[src/rtl/load_store_unit_pkg.sv]
// rtl/load_store_unit_pkg.sv - shared funct3 codes, strobes and FSM encoding for the LSU
package load_store_unit_pkg;

  localparam logic [2:0] F3_LB  = 3'b000;
  localparam logic [2:0] F3_LH  = 3'b001;
  localparam logic [2:0] F3_LW  = 3'b010;
  localparam logic [2:0] F3_LBU = 3'b100;
  localparam logic [2:0] F3_LHU = 3'b101;
  localparam logic [2:0] F3_SB  = 3'b000;
  localparam logic [2:0] F3_SH  = 3'b001;
  localparam logic [2:0] F3_SW  = 3'b010;

  localparam logic [3:0] STRB_B = 4'b0001;
  localparam logic [3:0] STRB_H = 4'b0011;
  localparam logic [3:0] STRB_W = 4'b1111;

  typedef enum logic [1:0] {
    ST_IDLE    = 2'd0,
    ST_ACCESS  = 2'd1,
    ST_CAPTURE = 2'd2,
    ST_RESP    = 2'd3
  } lsu_state_e;

  // Loads reject 3, 6 and 7; stores accept only SB/SH/SW.
  function automatic logic funct3_illegal(input logic write, input logic [2:0] f3);
    if (write) return (f3 > 3'd2);
    return (f3 == 3'd3) || (f3[2:1] == 2'b11);
  endfunction

endpackage

[src/rtl/load_store_unit_if.sv]
// rtl/load_store_unit_if.sv - request/response and RAM-side bus of the load/store unit
interface load_store_unit_if #(
  parameter int ADDR_W = 10
);

  logic              req_valid;
  logic              req_ready;
  logic              req_write;
  logic [2:0]        req_funct3;
  logic [31:0]       req_addr;
  logic [31:0]       req_wdata;
  logic              resp_valid;
  logic [31:0]       resp_rdata;
  logic              resp_err;
  logic [ADDR_W-1:0] mem_addr;
  logic [3:0]        mem_wstrb;
  logic [31:0]       mem_wdata;
  logic [31:0]       mem_rdata;

  // master is the core plus RAM environment, slave is the LSU itself
  modport master (
    output req_valid, req_write, req_funct3, req_addr, req_wdata, mem_rdata,
    input  req_ready, resp_valid, resp_rdata, resp_err, mem_addr, mem_wstrb, mem_wdata
  );

  modport slave (
    input  req_valid, req_write, req_funct3, req_addr, req_wdata, mem_rdata,
    output req_ready, resp_valid, resp_rdata, resp_err, mem_addr, mem_wstrb, mem_wdata
  );

endinterface

[src/rtl/load_store_unit_load_align.sv]
// rtl/load_store_unit_load_align.sv - selects and extends the loaded byte/half/word
module lsu_load_align
  import load_store_unit_pkg::*;
(
  input  logic [31:0] word,
  input  logic [1:0]  offset,
  input  logic [2:0]  funct3,
  output logic [31:0] result
);

  logic [31:0] shifted;
  logic [7:0]  byte_sel;
  logic [15:0] half_sel;

  always_comb begin
    shifted  = word >> {offset, 3'b000};
    byte_sel = shifted[7:0];
    half_sel = offset[1] ? word[31:16] : word[15:0];
    case (funct3)
      F3_LB:   result = {{24{byte_sel[7]}}, byte_sel};
      F3_LBU:  result = {24'd0, byte_sel};
      F3_LH:   result = {{16{half_sel[15]}}, half_sel};
      F3_LHU:  result = {16'd0, half_sel};
      default: result = word;
    endcase
  end

endmodule

[src/rtl/load_store_unit.sv]
// rtl/load_store_unit.sv - single-outstanding load/store stage in front of a sync data RAM
module load_store_unit
  import load_store_unit_pkg::*;
#(
  parameter int ADDR_W = 10
) (
  input  logic                clk,
  input  logic                rst,
  load_store_unit_if.slave    bus
);

  lsu_state_e        state_q, state_d;
  logic              write_q;
  logic [2:0]        funct3_q;
  logic [1:0]        offset_q;
  logic              accept;
  logic              req_err;

  logic              resp_valid_q, resp_valid_d;
  logic              resp_err_q, resp_err_d;
  logic [31:0]       resp_rdata_q, resp_rdata_d;
  logic [ADDR_W-1:0] mem_addr_q, mem_addr_d;
  logic [3:0]        mem_wstrb_q, mem_wstrb_d;
  logic [31:0]       mem_wdata_q, mem_wdata_d;
  logic [31:0]       load_data;

  lsu_load_align u_align (
    .word   (bus.mem_rdata),
    .offset (offset_q),
    .funct3 (funct3_q),
    .result (load_data)
  );

  assign bus.req_ready  = (state_q == ST_IDLE);
  assign bus.resp_valid = resp_valid_q;
  assign bus.resp_err   = resp_err_q;
  assign bus.resp_rdata = resp_rdata_q;
  assign bus.mem_addr   = mem_addr_q;
  assign bus.mem_wstrb  = mem_wstrb_q;
  assign bus.mem_wdata  = mem_wdata_q;

  always_comb begin
    req_err = funct3_illegal(bus.req_write, bus.req_funct3)
            || ((bus.req_funct3[1:0] == 2'b01) && bus.req_addr[0])
            || ((bus.req_funct3[1:0] == 2'b10) && (bus.req_addr[1:0] != 2'b00))
            || ((bus.req_addr >> (ADDR_W + 2)) != 32'd0);
  end

  always_comb begin
    state_d      = state_q;
    accept       = 1'b0;
    resp_valid_d = 1'b0;
    resp_err_d   = resp_err_q;
    resp_rdata_d = resp_rdata_q;
    mem_addr_d   = mem_addr_q;
    mem_wstrb_d  = 4'b0000;  // strobes live for exactly the ACCESS cycle
    mem_wdata_d  = mem_wdata_q;
    case (state_q)
      ST_IDLE: begin
        if (bus.req_valid) begin
          accept = 1'b1;
          if (req_err) begin
            state_d      = ST_RESP;
            resp_valid_d = 1'b1;
            resp_err_d   = 1'b1;
            resp_rdata_d = 32'd0;
          end else begin
            state_d    = ST_ACCESS;
            mem_addr_d = bus.req_addr[ADDR_W+1:2];
            if (bus.req_write) begin
              case (bus.req_funct3)
                F3_SB: begin
                  mem_wdata_d = {4{bus.req_wdata[7:0]}};
                  mem_wstrb_d = STRB_B << bus.req_addr[1:0];
                end
                F3_SH: begin
                  mem_wdata_d = {2{bus.req_wdata[15:0]}};
                  mem_wstrb_d = STRB_H << bus.req_addr[1:0];
                end
                default: begin
                  mem_wdata_d = bus.req_wdata;
                  mem_wstrb_d = STRB_W;
                end
              endcase
            end
          end
        end
      end
      ST_ACCESS: begin
        if (write_q) begin
          state_d      = ST_RESP;
          resp_valid_d = 1'b1;
          resp_err_d   = 1'b0;
          resp_rdata_d = 32'd0;
        end else begin
          state_d = ST_CAPTURE;
        end
      end
      ST_CAPTURE: begin
        state_d      = ST_RESP;
        resp_valid_d = 1'b1;
        resp_err_d   = 1'b0;
        resp_rdata_d = load_data;
      end
      default: state_d = ST_IDLE;
    endcase
  end

  always_ff @(posedge clk or posedge rst) begin
    if (rst) begin
      state_q      <= ST_IDLE;
      write_q      <= 1'b0;
      funct3_q     <= 3'd0;
      offset_q     <= 2'd0;
      resp_valid_q <= 1'b0;
      resp_err_q   <= 1'b0;
      resp_rdata_q <= 32'd0;
      mem_addr_q   <= '0;
      mem_wstrb_q  <= 4'b0000;
      mem_wdata_q  <= 32'd0;
    end else begin
      state_q      <= state_d;
      resp_valid_q <= resp_valid_d;
      resp_err_q   <= resp_err_d;
      resp_rdata_q <= resp_rdata_d;
      mem_addr_q   <= mem_addr_d;
      mem_wstrb_q  <= mem_wstrb_d;
      mem_wdata_q  <= mem_wdata_d;
      if (accept) begin
        write_q  <= bus.req_write;
        funct3_q <= bus.req_funct3;
        offset_q <= bus.req_addr[1:0];
      end
    end
  end

endmodule

[src/flat_wrapper.sv]
// flat-port wrapper written by rule: the top's interface ports become plain ports
module load_store_unit_flat import load_store_unit_pkg::*;
#(
  parameter int ADDR_W = 10
)
  (clk, rst, bus_req_valid, bus_req_write, bus_req_funct3, bus_req_addr, bus_req_wdata, bus_mem_rdata, bus_req_ready, bus_resp_valid, bus_resp_rdata, bus_resp_err, bus_mem_addr, bus_mem_wstrb, bus_mem_wdata);
  load_store_unit_if #(.ADDR_W(ADDR_W)) bus_i ();
  input  logic clk;
  input  logic rst;
  input wire logic [$bits(bus_i.req_valid)-1:0] bus_req_valid;
  input wire logic [$bits(bus_i.req_write)-1:0] bus_req_write;
  input wire logic [$bits(bus_i.req_funct3)-1:0] bus_req_funct3;
  input wire logic [$bits(bus_i.req_addr)-1:0] bus_req_addr;
  input wire logic [$bits(bus_i.req_wdata)-1:0] bus_req_wdata;
  input wire logic [$bits(bus_i.mem_rdata)-1:0] bus_mem_rdata;
  output wire logic [$bits(bus_i.req_ready)-1:0] bus_req_ready;
  output wire logic [$bits(bus_i.resp_valid)-1:0] bus_resp_valid;
  output wire logic [$bits(bus_i.resp_rdata)-1:0] bus_resp_rdata;
  output wire logic [$bits(bus_i.resp_err)-1:0] bus_resp_err;
  output wire logic [$bits(bus_i.mem_addr)-1:0] bus_mem_addr;
  output wire logic [$bits(bus_i.mem_wstrb)-1:0] bus_mem_wstrb;
  output wire logic [$bits(bus_i.mem_wdata)-1:0] bus_mem_wdata;
  assign bus_i.req_valid = bus_req_valid;
  assign bus_i.req_write = bus_req_write;
  assign bus_i.req_funct3 = bus_req_funct3;
  assign bus_i.req_addr = bus_req_addr;
  assign bus_i.req_wdata = bus_req_wdata;
  assign bus_i.mem_rdata = bus_mem_rdata;
  assign bus_req_ready = bus_i.req_ready;
  assign bus_resp_valid = bus_i.resp_valid;
  assign bus_resp_rdata = bus_i.resp_rdata;
  assign bus_resp_err = bus_i.resp_err;
  assign bus_mem_addr = bus_i.mem_addr;
  assign bus_mem_wstrb = bus_i.mem_wstrb;
  assign bus_mem_wdata = bus_i.mem_wdata;
  load_store_unit #(.ADDR_W(ADDR_W)) u_core (.clk(clk), .rst(rst), .bus(bus_i));
endmodule
[config.mk]
export PLATFORM = sky130hd
export DESIGN_NAME = load_store_unit_flat
export DESIGN_NICKNAME = d
export VERILOG_FILES = /design/src/rtl/load_store_unit_pkg.sv /design/src/rtl/load_store_unit_if.sv /design/src/rtl/load_store_unit_load_align.sv /design/src/rtl/load_store_unit.sv /design/src/flat_wrapper.sv
export SDC_FILE = /design/constraint.sdc
export NUM_CORES = 1
export LEC_CHECK = 0
export CORE_UTILIZATION = 35
export CTS_BUF_LIST = sky130_fd_sc_hd__clkbuf_16
export DETAILED_ROUTE_END_ITERATION = 8
export PLACE_DENSITY = 0.67
export SLEW_MARGIN = 20
export SYNTH_ARGS = -nofsm -noshare
export SYNTH_HDL_FRONTEND = slang
export SYNTH_SLANG_ARGS = --single-unit
[constraint.sdc]
create_clock -name clk -period 3.3 [get_ports clk]
set_input_delay 0.33 -clock clk [delete_from_list [all_inputs] [get_ports clk]]
set_output_delay 0.33 -clock clk [all_outputs]
set_load 0.02 [all_outputs]
* Word level (Yosys, flattened, before mapping)
Index checks and enable logic that the tools add are counted.
Operators by class: bitwise operators 1, reductions and logical operators 15, order comparisons 1, mux-type cells 29, shift operators 3, equality and inequality tests 13
Operator list (number):
- 32-bit case mux with 4 select lines | 1
- 32-bit 2-to-1 mux | 3
- 32-bit case mux with 3 select lines | 1
- 32-bit case mux with 2 select lines | 1
- 32-bit nonzero test | 1
- 32-bit by 5-bit right shift with 8-bit output | 1
- 16-bit 2-to-1 mux | 1
- 4-bit 2-to-1 mux | 4
- 1-bit 2-to-1 mux | 12
- 4-bit case mux with 2 select lines | 1
- 4-bit AND reduction | 2
- 2-bit equality test (second input constant) | 3
- 3-bit by 1-bit equality test with 1-bit output (second input constant) | 2
- 3-bit equality test (second input constant) | 2
- 3-bit logical NOT | 2
- 1-bit case mux with 3 select lines | 2
- 2-bit case mux with 3 select lines | 1
- 2-bit by 1-bit equality test with 1-bit output (second input constant) | 2
- 1-bit logical OR | 4
- 2-bit 2-to-1 mux | 2
- 2-bit by 1-bit inequality test with 1-bit output (second input constant) | 2
- 1-bit by 2-bit left shift with 4-bit output (first input constant) | 1
- 2-bit by 2-bit left shift with 4-bit output (first input constant) | 1
- 3-bit by 2-bit equality test with 1-bit output (second input constant) | 1
- 8 further kinds | 9
Storage, ports and cells: output and inout bits 81, bits in registers 88

* Depth between registers and ports, before layout
Gate-level depths: netlist of the first run.
depth in word-level cells 9, mapped depth 7, gate-level depth less buffers 6

* Hierarchy
From an unflattened synthesis of the first run, not the netlist that was laid out.
Unflattened totals: cell total of the unflattened synthesis 447, area total of the unflattened synthesis 4710.8 µm²
Modules (own cells, without submodules):
- load_store_unit | area each 4082.7 µm², sequential area each 2202.1 µm², instances 1, cells each 338
- lsu_load_align | area each 628.1 µm², sequential area each 0.0 µm², instances 1, cells each 109

* Least setup slack after synthesis of the first run
No wires, ideal clock.
path kind register to register, start point register u_core.state_q[0], end point register u_core.resp_rdata_q[10], in the netlist u_core.bus.resp_rdata[10], setup slack 1.170 ns, period minus slack after synthesis 2.130 ns, data required time 3.175 ns, stages on the path, launching flop included 8, arrival 2.005 ns, cells stage by stage dfrtp_1 inv_1 ha_1 nor2b_1 nor3_2 o31ai_4 buf_2 mux2_2
Between the ends: word-level cells in the longest chain between the ends 3, elaborated cells on any way between the ends 9, those cells by class eq/ne (5); mux (1); reduce/logical (3)
RTL lines:
- from (decl) | RTL line load_store_unit.sv:12 | lsu_state_e state_q, state_d;
- from (signal assigned) | RTL line load_store_unit.sv:122 | state_q <= state_d;
- 2-bit logical NOT (*)
- named net bus_req_ready | RTL line flat_wrapper.sv:16 | output wire logic [$bits(bus_i.req_ready)-1:0] bus_req_ready;
- 2-bit by 1-bit inequality test with 1-bit output (no source line), or another cell as far along
- 4-bit AND reduction (no source line)
- to (signal assigned) | RTL line load_store_unit.sv:125 | resp_rdata_q <= resp_rdata_d;
- to (decl) | RTL line load_store_unit.sv:21 | logic [31:0] resp_rdata_q, resp_rdata_d;
The timed path passes the listed nets; every way through them passes the cells marked *. A chain may end at the register's enable or synchronous reset.

* Final worst setup path of the first run
start point input bus_req_addr[13], end point register u_core.resp_rdata_q[18], in the netlist u_core.bus.resp_rdata[18]
Between the ends: word-level cells in the longest chain between the ends 4
RTL lines:
- from (decl) | RTL line flat_wrapper.sv:13 | input wire logic [$bits(bus_i.req_addr)-1:0] bus_req_addr;
- 32-bit nonzero test | RTL line load_store_unit.sv:46 | || ((bus.req_addr >> (ADDR_W + 2)) != 32'd0);
- 1-bit logical OR | RTL line load_store_unit.sv:46
- 2-bit by 1-bit inequality test with 1-bit output (no source line)
- 4-bit AND reduction (no source line)
Every way passes these cells.

==> key figures, run 1 <==
Yosys
  • Post-synthesis simple-gate area fraction: approximately 6.0%
  • Adder-Cell Fraction of Synth Area: 1.091%
  • Synth cell types: 36
  • Synth Warn #: 0
  • Syn Area/Cell: roughly 12 um2
  • Post-synth EDFFs: 0
  • Mapped Cells: 386
  • Synth Area in Compound Gates: ~18%
  • Synth Flop Type: dfrtp_1
  • Syn_nets: between 400 and 500
  • Sequential share of the synthesized area: between 40% and 50%
  • Largest family of logic cells by synthesized area: multiplexers
  • FFs w/ async S/R, synth: 100.0%
  • Synthesis-stage register bit count: 88
  • Synth Cell Area: ~4600 um2
  • Post-synthesis mux area share: a little under a quarter
  • Post-synthesis share of cell area spent on xor and xnor gates: 0%

Setup path
  • R2r endpoint: u_core.bus.resp_rdata[1]
  • CP bufs+invs: 2
  • Worst R2R Setup Slack: approximately 0.81 ns
  • Crit-path cells: clkdlybuf4s50_1 > nor4_1 > o2111ai_2 > buf_4 > or3_1 > a32o_1
  • Kind of critical path: in -> reg
  • CP Launch Type: primary input
  • Critical path peak fanout: 17
  • Crit path largest cell delay: a little under 0.6 ns
  • Worst endpoint required time: approximately 3.5 ns
  • Worst-case reg-to-reg path depth: 7
  • CP max stage cell: or3_1
  • RR Startpoint: u_core.state_q[0]
  • Critical path arrival: between 2 and 3 ns
  • Delay-heaviest family, CP: simple AND/OR/NAND/NOR gates
  • Element type at the critical path end: flip-flop

GRT
  • M3 GR Usage: around 6%
  • Remaining global-route overflow: 0
  • Antenna violations before repair: 0
  • First-pass GRT wire length: 21730 um
  • Met2 usage: between 30% and 40%
  • Busiest grt layer: met2
  • Met1 Track Usage GR: between 20% and 30%
  • GR Util All Layers: between 20% and 30%
  • Vias in the first global route: 4163
  • Largest net degree at the start of global routing: 46

Placed design
  • Gpl congestion: 0.8431
  • DP HPWL: approximately 11000 um
  • Placed cell count: 728
  • Post-place setup slack: 0.4041 ns
  • Port bufs: between 150 and 200
  • Placed Area: between 6000 and 7000 um2

Clocking
  • CTS H-tree lvls: 3
  • Sink Count: 88
  • CTS root buf: clkbuf_16
  • Clk_lat worst skew: 0.35 ns
  • CTS clk-pin slew, worst paths: 0.06 ns
  • Clock Tree Buf Depth: 2
  • Postcts setup bufs: 0
  • CTS Hold Buffers Added: 0
  • TritonCTS buffer count: 9
  • CTS tree: yes
  • Cts repair resizes: 0

Power and ir drop
  • Leak pwr: between 2 and 3 nW
  • Total design power: roughly 0.0045 W
  • Peak supply drop: about 320 uV
  • P per Cell Area: between 600 and 700 nW/um2

Floorplanning
  • Io pins: 184
  • Total core area: between 10000 and 15000 um2
  • DIE AREA: 13570 um2
  • Die W: 116.5 um
  • Initial cell density of the core: between 30% and 40%
  • FP Rows: 41
  • Die height: 116.5 um

Layout
  • Nets: ~670
  • Area Overhead vs Synth: 50.95%
  • Filler instances: 1175
  • Layout cells sized above 1: 21.50%
  • Number of diodes: 0
  • Final instance area: about 6900 um2
  • Non-filler instance count after layout: ~740

Routing
  • Vias per inst: ~5.3
  • Wire per inst: ~19 um
  • Post-route DRC: 0
  • DR vias: 3923
  • Routed Antenna Nets: 0
  • Initial drt markers: approximately 240
  • First drt pass iteration count: 4
  • Wirelength, routed: between 10000 and 15000 um

STA
  • Tmin final: 2.582 ns
  • Slew margin rel.: approximately 45%
  • Slew Limit Fails: 0
  • Total negative slack: 0 ns
  • Hold Fails Final Rpt: 0
  • Fmax: around 390 MHz
  • Fin Clk Skew: approximately 0.0071 ns
  • Least-Margin Pin Slew: between 0.8 and 0.9 ns
  • Post-route setup slack: slightly above 0.7 ns
  • Final Cycle Share: 78.24%
  • Setup violators final: 0
  • RSZ-0062 raised after global routing: false

Min path
  • Hold Path Class: in -> async

Outcome
  • Status: finished, final reports clean

Run
  • Max-cap violations: 0
## logic make-up (layout without fill, tap and decap cells)
logic type	count (synthesis)	in the layout
fa+ha+maj	4	4
flops	88	88
mux	91	91
buf+inv	41	227
compound gates	107	107
simple gates	55	55
## power breakdown
group | total, W | internal (W) | switching [W]
clock | 0.00104 | 0.000587 | 0.000448
combinational | 0.00204 | 0.00101 | 0.00103
sequential | 0.00142 | 0.00127 | 0.000153
total | 0.00449 | 0.00287 | 0.00163
## routing by layer
metal | vias to the layer above | wire length (um)
li1 | 1813 | -
met3 | 26 | 1145
met5 | - | 0
met4 | 0 | 353
met2 | 188 | 6732
met1 | 1896 | 5834
## metrics by stage
step	utilization, %	hold WS (ns)
after floorplan	-	0.4700
after global placement	52.06	0.4789
after detailed placement	52.06	0.4843
after CTS	54.38	0.4819
after global routing	54.43	0.5112
final	54.43	0.4408
## synth_stat cells (all sizes together), types with 3 or more instances
cell type | n | area [um2]
buf | 12 | 78.82
o21a | 18 | 135.1
mux2 | 80 | 938.4
nor4 | 6 | 37.54
inv | 13 | 48.80
a21oi | 15 | 75.07
clkbuf | 14 | 52.55
nand2 | 23 | 86.33
ha | 4 | 50.05
a32o | 17 | 170.2
dfrtp | 88 | 2202
o221a | 7 | 78.83
a221oi | 7 | 61.31
nor2 | 11 | 41.29
or3 | 3 | 18.77
nor3 | 3 | 31.28
o21ai | 28 | 140.1
mux2i | 10 | 100.1
o31ai | 9 | 81.33
## state kept, by name (all words and copies together) (netlist names)
register               flops
u_core.write_q             1
u_core.funct3_q            3
u_core.bus.mem_addr       10
u_core.bus.mem_wstrb       4
u_core.bus.resp_valid      1
u_core.bus.mem_wdata      32
u_core.bus.resp_err        1
u_core.bus.resp_rdata     32
u_core.state_q             2
u_core.offset_q            2
## layout make-up
type                       instances  area [um2]  share of cell area (%)
multi-input combinational        257        2212                   31.95
sequential                        88        2202                   31.80
timing repair buffer             196        1942                   28.04
clock buffer                       9       225.2                   3.253
tap                              172       215.2                   3.108
clock inverter                     7       70.07                   1.012
inverter                          15       57.56                  0.8312
## cells in the final DEF (no fill, tap or decap), types with 6 or more instances in the layout
cell type / count
clkdlybuf4s50_1: 183
dfrtp_1: 88
mux2_2: 70
o21ai_0: 28
nand2_1: 23
o21a_1: 18
a32o_1: 17
a21oi_1: 15
inv_1: 13
buf_4: 12
mux2_4: 10
mux2i_1: 10
nor2_1: 10
clkbuf_16: 9
o31ai_1: 8
a221oi_1: 7
o221a_2: 7
nor4_1: 6
## how the worst max path moves through the flow
stage	slack [ns]	end	startpoint	depth (start not counted)
after global placement	0.40	u_core.bus.resp_rdata[16]	bus_req_addr[13]	6
final	0.72	u_core.bus.resp_rdata[18]	bus_req_addr[13]	6
after detailed placement	0.40	u_core.bus.resp_rdata[18]	bus_req_addr[13]	6
after global routing	0.65	u_core.bus.resp_rdata[18]	bus_req_addr[13]	6
after floorplan	0.69	u_core.bus.mem_addr[0]	rst	1
after CTS	0.56	u_core.bus.resp_rdata[3]	u_core.state_q[0]	7
(Power assumes the default switching activity.)
==> inputs of run 2 (changes only) <==
clock period = 2.56 ns   (was 3.3 ns; I/O delays follow)
==> key figures, run 2 (same netlist as run 1, synthesis figures left out) <==
STA
  • Slew Limit Fails: 0
  • Least-Margin Pin Slew: about 0.47 ns
  • Hold Fails Final Rpt: 0
  • Fin Clk Skew: approximately 0.0081 ns
  • Total negative slack: 0 ns
  • Tmin final: 2.194 ns
  • Setup violators final: 0
  • RSZ-0062 raised after global routing: false
  • Slew margin rel.: roughly two thirds
  • Final Cycle Share: 85.71%
  • Worst hold slack: roughly 0.24 ns
  • Post-route setup slack: between 0.3 and 0.4 ns
  • Fmax: 455.8 MHz

Layout
  • Most common cell after layout, fill and taps aside: clkdlybuf4s50_1
  • Final instance area: 7053 um2
  • Layout cells sized above 1: a little under a quarter
  • Most frequent cells in the layout: 183 x clkdlybuf4s50_1, 88 x dfrtp_1, 70 x mux2_2
  • Non-filler instance count after layout: 762
  • Number of diodes: 0
  • Nets: roughly 700
  • Area Overhead vs Synth: 53.76%

Routing
  • DR vias: a little under 4000
  • Vias per inst: 5.202
  • Routed Antenna Nets: 0
  • Wire per inst: 18.55 um
  • Post-route DRC: 0
  • Wirelength, routed: around 14000 um
  • Initial drt markers: around 370
  • First drt pass iteration count: 4

Clocking
  • CTS H-tree lvls: 3
  • CTS tree: yes
  • TritonCTS buffer count: 9
  • Clk_lat worst skew: approximately 0.34 ns
  • Postcts setup bufs: 0
  • Cts repair resizes: 0
  • CTS Hold Buffers Added: 0
  • CTS clk-pin slew, worst paths: roughly 0.060 ns
  • CTS root buf: clkbuf_16
  • Clock Tree Buf Depth: 2
  • Sink Count: 88

Floorplanning
  • FP Rows: 41
  • Die height: around 120 um
  • Die W: around 120 um
  • DIE AREA: 13570 um2
  • Total core area: approximately 13000 um2
  • Io pins: 184
  • Initial cell density of the core: 36.05%

Setup path
  • Critical path arrival: 2.42 ns
  • Worst endpoint required time: approximately 2.8 ns
  • Critical path peak fanout: 17
  • Crit path from: bus_req_addr[18]
  • Kind of critical path: in -> reg
  • Element type at the critical path end: flip-flop
  • RR Startpoint: u_core.state_q[0]
  • CP Launch Type: primary input

GRT
  • GR Util All Layers: 21.89%
  • Vias in the first global route: ~4200
  • First-pass GRT wire length: between 20000 and 25000 um
  • Antenna violations before repair: 0
  • Largest net degree at the start of global routing: 46
  • Remaining global-route overflow: 0

Placed design
  • Port bufs: roughly 180
  • Placed Area: 6795 um2
  • Gpl congestion: ~0.87
  • Placed cell count: roughly 750
  • Post-place setup slack: 0.01511 ns
  • DP HPWL: ~11000 um

Outcome
  • Status: finished, final reports clean

Power and ir drop
  • P per Cell Area: between 800 and 900 nW/um2
  • Leak pwr: roughly 3.1 nW
  • Peak supply drop: ~340 uV

Run
  • Max-cap violations: 0

Min path
  • Hold Path Class: in -> async
run 2: cell count changes in the layout (fill, tap and decap cells not counted):
cell,change
clkinv_4,+1
inv_1,+2
clkinvlp_4,-2
nor3_4,-1
clkinv_1,+1
bufinv_16,-1
buf_4,+15
inv_6,-2
buf_12,+3
nor3_2,+1
clkinv_2,+1
run 2: layer usage:
metal / share of wire, % / up-vias / global-route usage [%]
li1: - / 1839 / -
met5: 0 / - / 0
met4: 3.0 / 0 / 9.145
met1: 40 / 1904 / 25.81
met2: 47 / 192 / 36.02
met3: 10 / 29 / 7.992
run 2: through the flow:
stage	total power (W)	utilization (%)
global placement	0.004477	53.41
floorplan	0.003554	-
detailed placement	0.004567	53.41
finish	0.005720	55.44
global route	0.006067	55.44
CTS	0.005759	55.44
run 2: cell type report:
cell class / count / area [um2]
Fill cell: 1130 / 5669
Multi-Input combinational cell: 257 / 2206
Sequential cell: 88 / 2202
Timing Repair Buffer: 214 / 2115
Clock buffer: 9 / 225.2
Tap cell: 172 / 215.2
Inverter: 15 / 57.56
Clock inverter: 7 / 32.53
run 2: worst max-delay path, stage by stage:
cell             delay [ns]
clkdlybuf4s50_1        0.44
nor4_1                 0.38
buf_4                  0.19
nand4_2                0.15
buf_4                  0.21
or3_1                  0.34
buf_4                  0.21
a32o_1                 0.24
run 2: power breakdown:
group	switching, W	internal, W	total (W)
Combinational	0.00133	0.00138	0.00271
Sequential	0.000202	0.00163	0.00184
Clock	0.000531	0.000640	0.00117
Total	0.00207	0.00365	0.00572
run 2: worst paths after layout:
| check | end | slack (ns) | cells past startpoint |
|---|---|---|---|
| min in group clk | u_core.bus.resp_rdata[28] | 0.49 | 1 |
| min | u_core.bus.mem_wdata[19] | 0.24 | 2 |
| max reg2reg | u_core.bus.mem_wdata[9] | 0.45 | 6 |
| min reg2reg | u_core.bus.resp_rdata[28] | 0.49 | 1 |
| max | u_core.bus.resp_rdata[18] | 0.37 | 8 |
| max in group asynchronous | u_core.bus.mem_wdata[8] | 1.70 | 3 |
==> inputs of run 3 (changes only) <==
SETUP_SLACK_MARGIN = 0.15   (was not set)
==> key figures, run 3 (same netlist as run 1, synthesis figures left out) <==
STA
  • Slew Limit Fails: 0
  • Slew margin rel.: 67.76%
  • Hold Fails Final Rpt: 0
  • RSZ-0062 raised after global routing: false
  • Fmax: 449.6 MHz
  • Fin Clk Skew: 0.004826 ns
  • Tmin final: 2.224 ns
  • Final Cycle Share: 86.88%
  • Least-Margin Pin Slew: roughly 0.48 ns
  • Setup violators final: 0
  • Total negative slack: 0 ns

GRT
  • Met2 usage: a little over a third
  • Vias in the first global route: about 4300
  • Met1 Track Usage GR: about 26%
  • First-pass GRT wire length: between 20000 and 25000 um
  • Remaining global-route overflow: 0
  • M3 GR Usage: about 7.3%
  • Antenna violations before repair: 0
  • GR Util All Layers: between 20 and 25%
  • Busiest grt layer: met2
  • Largest net degree at the start of global routing: 47

Layout
  • Non-filler instance count after layout: 760
  • Most common cell after layout, fill and taps aside: clkdlybuf4s50_1
  • Nets: 690
  • Area Overhead vs Synth: 53.60%
  • Number of diodes: 0
  • Layout cells sized above 1: between 20% and 30%
  • Most frequent cells in the layout: 183 x clkdlybuf4s50_1, 88 x dfrtp_1, 70 x mux2_2

Routing
  • Routed Antenna Nets: 0
  • Wire per inst: about 18 um
  • Initial drt markers: about 220
  • Post-route DRC: 0
  • Wirelength, routed: between 10000 and 15000 um
  • Vias per inst: approximately 5.3
  • First drt pass iteration count: 4
  • DR vias: about 4000

Clocking
  • TritonCTS buffer count: 9
  • Clock Tree Buf Depth: 2
  • Clk_lat worst skew: approximately 0.34 ns
  • Cts repair resizes: 0
  • CTS root buf: clkbuf_16
  • CTS Hold Buffers Added: 0
  • Postcts setup bufs: 0
  • CTS clk-pin slew, worst paths: about 0.06 ns
  • CTS tree: yes
  • CTS H-tree lvls: 3
  • Sink Count: 88

Setup path
  • Critical path peak fanout: 18
  • Element type at the critical path end: flip-flop
  • Worst endpoint required time: 2.78 ns
  • Worst-case reg-to-reg path depth: 4
  • Critical path arrival: between 2 and 2.5 ns
  • Kind of critical path: in -> reg
  • CP Launch Type: primary input
  • Worst R2R Setup Slack: 0.48 ns

Floorplanning
  • Die W: 116.5 um
  • Total core area: about 13000 um2
  • Initial cell density of the core: approximately 36%
  • Die height: 116.5 um
  • FP Rows: 41
  • DIE AREA: approximately 14000 um2
  • Io pins: about 180

Placed design
  • Gpl congestion: around 0.88
  • Port bufs: about 180
  • DP HPWL: between 10000 and 15000 um
  • Placed cell count: 744

Power and ir drop
  • Peak supply drop: ~370 uV
  • Total design power: about 0.0057 W
  • Leak pwr: 3.055 nW
  • P per Cell Area: 811.2 nW/um2

Min path
  • Hold Path Class: in -> async

Run
  • Max-cap violations: 0

Outcome
  • Status: finished, final reports clean
-- run 3: changes by cell type in the layout (fill, tap and decap cells not counted), sizes merged --
cell      before  now
buf           31   29
clkinvlp       0    2
clkinv         7    6
inv           15   14
-- run 3: path summary, 6_finish.rpt --
check,startpoint,endpoint
setup / recovery,bus_req_addr[14],u_core.bus.resp_rdata[6]
max in group asynchronous,rst,u_core.bus.mem_addr[3]
setup reg to reg,u_core.funct3_q[0],u_core.bus.resp_rdata[6]
hold reg to reg,u_core.bus.resp_rdata[26],u_core.bus.resp_rdata[26]
hold / removal,rst,u_core.bus.resp_rdata[30]
min in group clk,u_core.bus.resp_rdata[26],u_core.bus.resp_rdata[26]
-- run 3: worst max-delay path, cell delays in order --
cell and delay [ns]:
clkdlybuf4s50_1 0.40, nor4_1 0.47, buf_4 0.20, nand4_2 0.13, buf_4 0.19, o31ai_4 0.25, buf_12 0.20, mux2_2 0.35
-- run 3: where the power goes --
| part | internal [W] | total, W | switching (W) |
|---|---|---|---|
| combinational | 0.00138 | 0.00272 | 0.00134 |
| clock | 0.000639 | 0.00117 | 0.000527 |
| sequential | 0.00163 | 0.00183 | 0.000199 |
| total | 0.00365 | 0.00572 | 0.00207 |
-- run 3: per-stage QoR --
stage	util [%]	setup slack [ns]	cell area [um2]	hold WS [ns]
floorplan	-	0.4305	4591	0.4065
global placement	53.36	0.05656	6789	0.4823
detailed placement	53.36	0.01248	6789	0.4961
CTS	55.38	0.3773	7046	0.2946
global route	55.38	0.2294	7046	0.3271
finish	55.38	0.3358	7046	0.2898
-- run 3: area by class of cell --
cell class,count,area (um2)
clock buffers,9,225.2
clock inverters,7,31.28
fillers,1157,5677
inverters,15,60.06
multi-input cells,257,2200
flip-flops and latches,88,2202
well taps,172,215.2
repair buffers,212,2112
-- run 3: per-layer routing --
metal	up-vias	share of wire, %
met5	-	0
met4	0	2.5
met3	22	10
met2	191	47
met1	1966	40
li1	1848	-
